**src/rtl/quickq_pkg.sv**
```systemverilog
// Shared types and sizing helpers for the QuickQ front-end scheduler.
package quickq_pkg;

  typedef enum logic [1:0] {S_CLEAR, S_IDLE, S_GAP} sched_state_e;
  typedef enum logic [1:0] {OP_NONE, OP_ENQ, OP_DEQ} op_e;

  localparam int QQ_DEPTH = 64;
  localparam int QQ_COUNT_W = $clog2(QQ_DEPTH + 1);

  function automatic int count_w(input int depth);
    return $clog2(depth + 1);
  endfunction

endpackage

```
**src/rtl/quickq_rr_arb2.sv**
```systemverilog
// Two-requester round-robin arbiter; after each grant the pointer favors the loser.
module quickq_rr_arb2 (
  input  logic       clk,
  input  logic       rst_n,
  input  logic [1:0] req,
  output logic [1:0] grant
);

  logic ptr_q;

  // ptr_q == 0 favors req[0] when both sides request
  always_comb begin
    grant = 2'b00;
    if (req[0] && (!req[1] || !ptr_q)) begin
      grant = 2'b01;
    end else if (req[1]) begin
      grant = 2'b10;
    end
  end

  always_ff @(posedge clk or negedge rst_n) begin
    if (!rst_n) begin
      ptr_q <= 1'b0;
    end else if (grant != 2'b00) begin
      ptr_q <= grant[0];
    end
  end

endmodule

```
**src/rtl/quickq_op_scheduler.sv**
```systemverilog
// Arbitrates enqueue/dequeue requests into spaced head-node commands, tracks
// occupancy, returns dequeued keys after the chain latency and scrubs the chain.
module quickq_op_scheduler
  import quickq_pkg::*;
#(
  parameter int DATA_W     = 16,
  parameter int DEPTH      = QQ_DEPTH,
  parameter int OP_GAP     = 2,
  parameter int DEQ_LAT    = 3,
  parameter int CLR_CYCLES = 64
) (
  input  logic                         clk,
  input  logic                         reset_n_i,
  input  logic                         enq_valid_i,
  input  logic [DATA_W-1:0]            enq_data_i,
  output logic                         enq_ready_o,
  input  logic                         deq_valid_i,
  output logic                         deq_ready_o,
  input  logic                         clr_i,
  output logic                         rsp_valid_o,
  output logic [DATA_W-1:0]            rsp_data_o,
  output logic                         node_write_o,
  output logic                         node_read_o,
  output logic                         node_reset_o,
  output logic [DATA_W-1:0]            node_data_o,
  input  logic [DATA_W-1:0]            node_data_i,
  output logic [$clog2(DEPTH+1)-1:0]   count_o,
  output logic                         full_o,
  output logic                         empty_o,
  output logic                         busy_o
);

  localparam int CNT_W = count_w(DEPTH);
  localparam int GAP_W = $clog2(OP_GAP + 1);
  localparam int CLR_W = $clog2(CLR_CYCLES + 1);
  localparam logic [CNT_W-1:0] FULL_CNT = CNT_W'(DEPTH);
  localparam logic [GAP_W-1:0] GAP_LOAD = GAP_W'(OP_GAP - 1);
  localparam logic [CLR_W-1:0] CLR_LOAD = CLR_W'(CLR_CYCLES);

  sched_state_e       state_q;
  logic [GAP_W-1:0]   gap_cnt_q;
  logic [CLR_W-1:0]   clr_cnt_q;
  logic               clr_pend_q;
  logic [CNT_W-1:0]   count_q;
  logic [DEQ_LAT-1:0] tok_q;

  logic       full, empty, clr_req, pipe_busy, grant_open;
  logic [1:0] arb_req, arb_grant;
  op_e        grant_op;

  assign full       = (count_q == FULL_CNT);
  assign empty      = (count_q == '0);
  assign clr_req    = clr_i || clr_pend_q;
  assign pipe_busy  = node_read_o || (|tok_q);
  assign grant_open = (state_q == S_IDLE) && !clr_req;
  assign arb_req    = {deq_valid_i && !empty, enq_valid_i && !full} & {2{grant_open}};

  quickq_rr_arb2 u_arb (
    .clk   (clk),
    .rst_n (reset_n_i),
    .req   (arb_req),
    .grant (arb_grant)
  );

  assign enq_ready_o = arb_grant[0];
  assign deq_ready_o = arb_grant[1];

  always_comb begin
    grant_op = OP_NONE;
    if (arb_grant[0]) begin
      grant_op = OP_ENQ;
    end else if (arb_grant[1]) begin
      grant_op = OP_DEQ;
    end
  end

  // node_reset_o lags the post-reset S_CLEAR entry by one cycle so it stays low
  // while reset is asserted; the clear counter waits for it before counting.
  always_ff @(posedge clk or negedge reset_n_i) begin
    if (!reset_n_i) begin
      state_q      <= S_CLEAR;
      clr_cnt_q    <= CLR_LOAD;
      gap_cnt_q    <= '0;
      clr_pend_q   <= 1'b0;
      count_q      <= '0;
      node_write_o <= 1'b0;
      node_read_o  <= 1'b0;
      node_reset_o <= 1'b0;
      node_data_o  <= '0;
    end else begin
      node_write_o <= 1'b0;
      node_read_o  <= 1'b0;
      case (state_q)
        S_CLEAR: begin
          if (!node_reset_o) begin
            node_reset_o <= 1'b1;
          end else if (clr_cnt_q == CLR_W'(1)) begin
            state_q      <= S_IDLE;
            node_reset_o <= 1'b0;
          end else begin
            clr_cnt_q <= clr_cnt_q - CLR_W'(1);
          end
        end
        S_IDLE: begin
          if (clr_req) begin
            if (!pipe_busy) begin
              state_q      <= S_CLEAR;
              clr_cnt_q    <= CLR_LOAD;
              node_reset_o <= 1'b1;
              clr_pend_q   <= 1'b0;
              count_q      <= '0;
            end else begin
              clr_pend_q <= 1'b1;
            end
          end else if (grant_op != OP_NONE) begin
            if (OP_GAP > 1) begin
              state_q   <= S_GAP;
              gap_cnt_q <= GAP_LOAD;
            end
            if (grant_op == OP_ENQ) begin
              node_write_o <= 1'b1;
              node_data_o  <= enq_data_i;
              count_q      <= count_q + CNT_W'(1);
            end else begin
              node_read_o <= 1'b1;
              count_q     <= count_q - CNT_W'(1);
            end
          end
        end
        S_GAP: begin
          if (clr_i) begin
            clr_pend_q <= 1'b1;
          end
          if (gap_cnt_q == GAP_W'(1)) begin
            state_q <= S_IDLE;
          end else begin
            gap_cnt_q <= gap_cnt_q - GAP_W'(1);
          end
        end
        default: state_q <= S_CLEAR;
      endcase
    end
  end

  // Read tokens follow node_read_o down the chain latency, then capture the key.
  always_ff @(posedge clk or negedge reset_n_i) begin
    if (!reset_n_i) begin
      tok_q       <= '0;
      rsp_valid_o <= 1'b0;
      rsp_data_o  <= '0;
    end else begin
      tok_q       <= (tok_q << 1) | DEQ_LAT'(node_read_o);
      rsp_valid_o <= tok_q[DEQ_LAT-1];
      if (tok_q[DEQ_LAT-1]) begin
        rsp_data_o <= node_data_i;
      end
    end
  end

  assign count_o = count_q;
  assign full_o  = full;
  assign empty_o = empty;
  assign busy_o  = (state_q != S_IDLE);

endmodule

```
**config.mk**
```make
export PLATFORM = sky130hd
export DESIGN_NAME = quickq_op_scheduler
export DESIGN_NICKNAME = d
export VERILOG_FILES = /design/src/rtl/quickq_pkg.sv /design/src/rtl/quickq_rr_arb2.sv /design/src/rtl/quickq_op_scheduler.sv
export SDC_FILE = /design/constraint.sdc
export NUM_CORES = 1
export LEC_CHECK = 0
export CORE_MARGIN = 4
export CORE_UTILIZATION = 35
export DETAILED_ROUTE_END_ITERATION = 16
export GPL_TIMING_DRIVEN = 0
export PLACE_DENSITY = 0.66
export SYNTH_ARGS = -nofsm -noshare
export SYNTH_HDL_FRONTEND = slang
export SYNTH_HIERARCHICAL = 1
export SYNTH_SLANG_ARGS = --single-unit
```
**constraint.sdc**
```tcl
create_clock -name clk -period 3.5 [get_ports clk]
set_input_delay 0.35 -clock clk [delete_from_list [all_inputs] [get_ports clk]]
set_output_delay 0.35 -clock clk [all_outputs]
set_load 0.02 [all_outputs]
```
# After elaboration in Yosys (flattened, before gate mapping)
# Index checks and enable logic that the tools add are counted.
# Widths: inputs -> output; s select.
# classes
addsub	4
mul	0
div_mod_pow	0
n_lt_le_gt_ge	0
n_eq_ne	20
shift	0
muxes	41
bitwise_logic	3
reduce_logical	27
# op_table
op	n
$mux 7	8
$mux 2	13
$ne 2x2->1 const B	10
$mux 1	15
$pmux 7 s2	1
$sub 7x1->7 const B	2
$reduce_and 5->1	2
$reduce_bool 2->1	5
$reduce_and 3->1	3
$reduce_and 4->1	2
$add 7x1->7 const B	1
$eq 7x1->1 const B	1
$eq 7x7->1 const B	1
$logic_not 7->1	1
$eq 2x1->1 const B	3
$pmux 2 s3	1
$logic_not 1->1	5
$logic_and 1x1->1	4
$ne 2x1->1 const B	2
$pmux 1 s2	2
$pmux 2 s2	1
$logic_or 1x1->1	3
$ne 3x2->1 const B	1
$ne 3x3->1 const B	1
other kinds (7)	7
# word_totals
ff_bits	59
latchBits	0
mem_bits_rw	0
romBits	0
elab_cells	108
mem_count	0

# Depth between registers and ports, before layout
# logic_depth
ltp_word	15
ltp_mapped	13
depth_no_buf	12

# Hierarchy
# The synthesis kept the hierarchy.
# by_module_without_submodules
mod	instances	cells_per_inst	area_per_inst_um2	seq_area_each_um2
quickq_op_scheduler	1	220	2625.0	1452.6
quickq_rr_arb2	1	6	53.8	25.0

# Worst setup path after synthesis
# Ideal clock, no wire load.
# synth_timing
path_type	reg2reg
startpoint	register count_q[3] (netlist: count_o[3])
endpoint	register count_q[6] (netlist: count_o[6])
setup_ps	87
arrival_time_ps	3517
path_slack_ps	-103
path_stages_with_launch	14
n_path_buf	1
period_less_slack_ps	3603
cell_sequence	dfrtp_1 > nor4_1 > nand3_1 > nor2_1 > nor2_1 > a21boi_0 > clkbuf_1 > inv_1 > ha_1 > nor2b_1 > o2111ai_1 > nand4b_1 > xnor2_1 > o211ai_1
# synth_rtl
element	line_no	text
start, declared	quickq_op_scheduler.sv:44	logic [CNT_W-1:0] count_q;
start signal, assigned	quickq_op_scheduler.sv:123	count_q <= count_q + CNT_W'(1);
start signal, assigned	quickq_op_scheduler.sv:126	count_q <= count_q - CNT_W'(1);
$logic_not 7->1 (*)	quickq_op_scheduler.sv:52	assign empty = (count_q == '0);
named net empty_o	quickq_op_scheduler.sv:29	output logic empty_o,
$logic_not 1->1 (*)	quickq_op_scheduler.sv:56	assign arb_req = {deq_valid_i && !empty, enq_valid_i && !full} & {2{grant_open}};
$logic_and 1x1->1 (*)	quickq_op_scheduler.sv:56	
$and 2x2->2 (*)	quickq_op_scheduler.sv:56	
named net arb_req[1]	quickq_op_scheduler.sv:48	logic [1:0] arb_req, arb_grant;
$logic_not 1->1 (*)	quickq_rr_arb2.sv:14	if (req[0] && (!req[1] || !ptr_q)) begin
$logic_or 1x1->1 (*)	quickq_rr_arb2.sv:14	
$logic_and 1x1->1 (*)	quickq_rr_arb2.sv:14	
$mux 2 (*)	quickq_rr_arb2.sv:14	
named net enq_ready_o	quickq_op_scheduler.sv:16	output logic enq_ready_o,
$mux 2 (*)	quickq_op_scheduler.sv:70	if (arb_grant[0]) begin
$eq 2x1->1	quickq_op_scheduler.sv:120	if (grant_op == OP_ENQ) begin
$mux 7	quickq_op_scheduler.sv:120	
$mux 7	quickq_op_scheduler.sv:115	end else if (grant_op != OP_NONE) begin
$mux 7	quickq_op_scheduler.sv:105	if (clr_req) begin
# The timed path passes the listed nets; every way through them passes the cells marked *. The select of a mux whose other input is x is not followed.
# A chain may end at the register's enable or synchronous reset.

# Final worst setup path
# layout_timing
startpoint	register state_q[1]
endpoint	register count_q[6] (netlist: count_o[6])
# layout_rtl
element	line_no	text
start, declared	quickq_op_scheduler.sv:40	sched_state_e state_q;
start signal, assigned	quickq_op_scheduler.sv:81	state_q <= S_CLEAR;
start signal, assigned	quickq_op_scheduler.sv:98	state_q <= S_IDLE;
start signal, assigned	quickq_op_scheduler.sv:107	state_q <= S_CLEAR;
$eq 2x1->1 (*)	quickq_op_scheduler.sv:55	assign grant_open = (state_q == S_IDLE) && !clr_req;
$logic_and 1x1->1 (*)	quickq_op_scheduler.sv:55	
$and 2x2->2 (*)	quickq_op_scheduler.sv:56	
named net arb_req[0]	quickq_op_scheduler.sv:48	
$logic_and 1x1->1 (*)	quickq_rr_arb2.sv:14	
$mux 2 (*)	quickq_rr_arb2.sv:14	
$mux 2	quickq_op_scheduler.sv:72	end else if (arb_grant[1]) begin
$mux 2 (*)	quickq_op_scheduler.sv:70	
$eq 2x1->1	quickq_op_scheduler.sv:120	
$mux 7	quickq_op_scheduler.sv:120	
$mux 7	quickq_op_scheduler.sv:115	
$mux 7	quickq_op_scheduler.sv:105	
# Marked as above.

==> results_dict.tcl <==
set metrics [dict create \
    status "complete, no violations" \
    setup_violations 0 \
    routed-wl-met3_um 476 \
    finalNonFillerCells 428 \
    synth-seq-cells 59 \
    syn-num-nets 272 \
    post_drt_wl_per_cell_um 14.0 \
    grt_use_total 0.137 \
    route.met2.wl_um 2660 \
    routed.top_layer "met4" \
    seq_area_frac_synth 0.552 \
    fp.coreArea_um2 7330 \
    tritoncts "done" \
    clk_transition_reported_paths_ns 0.08 \
    grt_setup_unrepaired "no" \
    timing.final.crit_period_ns 3.12 \
    timing.final.crit_share 0.890 \
    worstPathMaxFanout 9 \
    setup.worst_path.class "flip-flop to flip-flop" \
    area_of_combinational_cells_with_multiple_inputs_um2 1110 \
    yosysTopAreaCellShare 0.542 \
    fin_worst_skew_ns 0.00588 \
    route.antenna.remaining_nets 0 \
    detail_route.vias_per_cell 4.75 \
    gp_congestion 0.836 \
    pin_count_of_the_biggest_net_entering_global_routing 35 \
    slowest_delay_ns 0.38 \
    timing.max_cap.violations 0 \
    synth.avg_cell_area_um2 11.9 \
    antenna_found_initial 0 \
    design.die.area_um2 9120 \
    standby_leakage_power_nw 1.75 \
    peakVddDrop_mv 0.279 \
    grt-ovfl-total 0 \
    dominant_combinational_cell_family_by_area_after_synthesis "multiplexers" \
    slew_viol_final 0 \
    buffer_ports.inserted 84 \
    post_synth_inst_count 226 \
    fillerInstances 644 \
    post-route-util 0.533 \
    hold_path.class "input pin to asynchronous set/reset pin" \
    post-dp-hpwl_um 4340 \
    dr.pass1.iters 4 \
    drcViolationCount 0 \
    dieWidth_um 95.5 \
    pwr_density_cell_nw_per_um2 369 \
    synth.distinct_cells 44 \
    insertedDiodeCount 0 \
    synth_edf_count 0 \
    wire_length_of_the_first_global_routing_pass_um 9560 \
    critical_path.endpoint_type "flip-flop" \
    area_delta_synth_final_pct 45.7 \
    hold-worst-slack_ns 0.0886 \
    wirelength_um 6010 \
    cts_root_buffer "sky130_fd_sc_hd__clkbuf_8" \
    synth.largest_area_cell "sky130_fd_sc_hd__dfrtp_1" \
    synth_simple_gate_area_share 0.106 \
    syn_area_um2 2680 \
    htree_num_levels 3 \
    muxShareOfSynthArea 0.138 \
    ys_warn_count 6 \
    initial_core_util 0.365 \
    cp_data_required_time_ns 3.71 \
    synth_async_sr_flop_share 1.00 \
    synthFlopType "sky130_fd_sc_hd__dfrtp_1" \
    cts.path.max_buffers 2 \
    synthXorXnorAreaFrac 0.0196 \
    cts_hold_repair.buffers 0 \
    finalHoldViolCount 0 \
    place.detailed.instances 410 \
    critical_path.cell_chain "buf_2 > nor4b_4 > nand2_1 > nor2_1 > a21boi_2 > clkbuf_2 > inv_1 > ha_1 > nor2b_1 > o2111ai_1 > nand4b_1 > xnor2_1 > o211ai_1" \
    max_freq_ghz 0.321 \
    category_of_the_worst_setup_path_launch_point "flip-flop" \
    worst_skew_pair.late_latency_ns 0.33 \
    std_cell_rows 31 \
    worstMarginPinSlew_ns 0.767 \
    cell_types_occupying_the_most_area_after_synthesis "sky130_fd_sc_hd__dfrtp_1 (54%), sky130_fd_sc_hd__mux2_2 (13%), sky130_fd_sc_hd__ha_1 (3.7%)" \
    setup.reg_to_reg.worst_slack_ns 0.38 \
    grt_pass1_vias 2019 \
    worst_ep_arrival_time_ns 3.33 \
    met1_length_um 2810 \
    nets_finish 370 \
    total_power_w 0.00144 \
    timing.max_slew.rel_slack 0.489 \
    synth_compound_gate_area_share 0.105 \
    drt-initial-drc-count 41 \
    route.vias.total 2035 \
    num_cts_buffers 9 \
    post_route_cells_drive_above_1_share 0.195 \
    synth_adder_area_share 0.0448 \
    die_y_um 95.5 \
    layout.area.seq_um2 1480 \
    io_pins 85 \
    tritoncts_num_sinks 59 \
    crit_path_top_delay_cell "sky130_fd_sc_hd__nor4b_4" \
]
==> final timing paths <==
kind / from / endpoint / cells after the start
hold / removal: reset_n_i / rsp_data_o[0] / 1
setup / recovery: state_q[1] / count_o[6] / 13
setup reg to reg: state_q[1] / count_o[6] / 13
min in group clk: tok_q[1] / tok_q[2] / 0
hold reg to reg: tok_q[1] / tok_q[2] / 0
max in group asynchronous: reset_n_i / clr_cnt_q[6] / 2
==> per-layer routing <==
metal / track usage / vias to the layer above
li1: - / 994
met1: 0.177 / 963
met2: 0.219 / 71
met3: 0.0489 / 7
met4: 0.0355 / 0
met5: 0 / -
==> cell usage after synthesis (2+ instances only) <==
library cell and count:
sky130_fd_sc_hd__a21oi_1 6, sky130_fd_sc_hd__a22o_1 2, sky130_fd_sc_hd__and2_1 2, sky130_fd_sc_hd__buf_2 3, sky130_fd_sc_hd__clkbuf_1 3, sky130_fd_sc_hd__dfrtp_1 58, sky130_fd_sc_hd__ha_1 8, sky130_fd_sc_hd__inv_1 16
sky130_fd_sc_hd__mux2_2 32, sky130_fd_sc_hd__nand2_1 15, sky130_fd_sc_hd__nand2b_1 4, sky130_fd_sc_hd__nand3_1 2, sky130_fd_sc_hd__nor2_1 14, sky130_fd_sc_hd__nor2b_1 4, sky130_fd_sc_hd__nor3_1 3, sky130_fd_sc_hd__nor4_1 2
sky130_fd_sc_hd__o21a_1 3, sky130_fd_sc_hd__o21ai_0 17, sky130_fd_sc_hd__o31ai_1 2, sky130_fd_sc_hd__o41ai_1 2, sky130_fd_sc_hd__xnor2_1 4, sky130_fd_sc_hd__xor2_1 2
==> cells by family after synthesis <==
family / count (synthesis)
DFF: 59
and+or+nand+nor: 53
AOI/OAI and AO/OA: 43
muxes: 33
buffers and inverters: 23
adders and majority gates: 9
xor gates and xnor gates: 6
==> where the power goes <==
part           internal, W  switching, W  leakage (nW)  total [W]
clock network     0.000405      0.000297         0.106   0.000702
registers         0.000681             0         0.785   0.000681
logic            0.0000371     0.0000212         0.861  0.0000583
total              0.00112      0.000318          1.75    0.00144
==> final cells by class <==
class | count | share of cell area
sequential | 59 | 0.379
multi-input combinational | 144 | 0.285
timing repair buffer | 87 | 0.223
clock buffer | 9 | 0.0317
tap | 99 | 0.0317
clock inverter | 7 | 0.0260
inverter | 16 | 0.0154
buffer | 7 | 0.00897
==> state kept, by name, summed over array words and instances (netlist names), 2 cells and up <==
register,count
tok_q,3
state_q,2
clr_cnt_q,7
count_o,7
gap_cnt_q,2
node_data_o,16
rsp_data_o,16
==> through the flow <==
step	setup WS (ns)	setup TNS (ns)	area (um^2)
global route	0.0850	0	3900
floorplan	0.113	0	2680
CTS	0.0824	0	3880
global placement	-0.225	-0.437	3640
finish	0.384	0	3900
detailed placement	-0.261	-0.464	3660
==> worst max-delay path, delay by kind of cell (launching register included) <==
| kind | cells | cell delay, ns |
|---|---|---|
| AOI/OAI and AO/OA | 3 | 0.57 |
| DFF | 1 | 0.36 |
| and+or+nand+nor | 5 | 0.95 |
| xor gates and xnor gates | 1 | 0.19 |
| buffers and inverters | 3 | 0.56 |
| adders and majority gates | 1 | 0.36 |
==> layout by cell type, fill, tap and decap left out, types with 6 or more instances in the layout <==
| cell type | Yosys | routed |
|---|---|---|
| sky130_fd_sc_hd__nand2_1 | 15 | 15 |
| sky130_fd_sc_hd__clkdlybuf4s50_1 | 0 | 83 |
| sky130_fd_sc_hd__inv_1 | 16 | 16 |
| sky130_fd_sc_hd__a21oi_1 | 6 | 6 |
| sky130_fd_sc_hd__mux2_2 | 32 | 32 |
| sky130_fd_sc_hd__dfrtp_1 | 58 | 58 |
| sky130_fd_sc_hd__nor2_1 | 14 | 14 |
| sky130_fd_sc_hd__clkbuf_8 | 0 | 9 |
| sky130_fd_sc_hd__ha_1 | 8 | 8 |
| sky130_fd_sc_hd__o21ai_0 | 17 | 17 |
==> what timing repair did <==
item | in CTS | in global routing
endpoints found under the setup margin | 0 | 3
buffers inserted | 0 | 2
hold endpoints to repair | 0 | 0
resized for setup | 0 | 3
(Power assumes the default switching activity.)
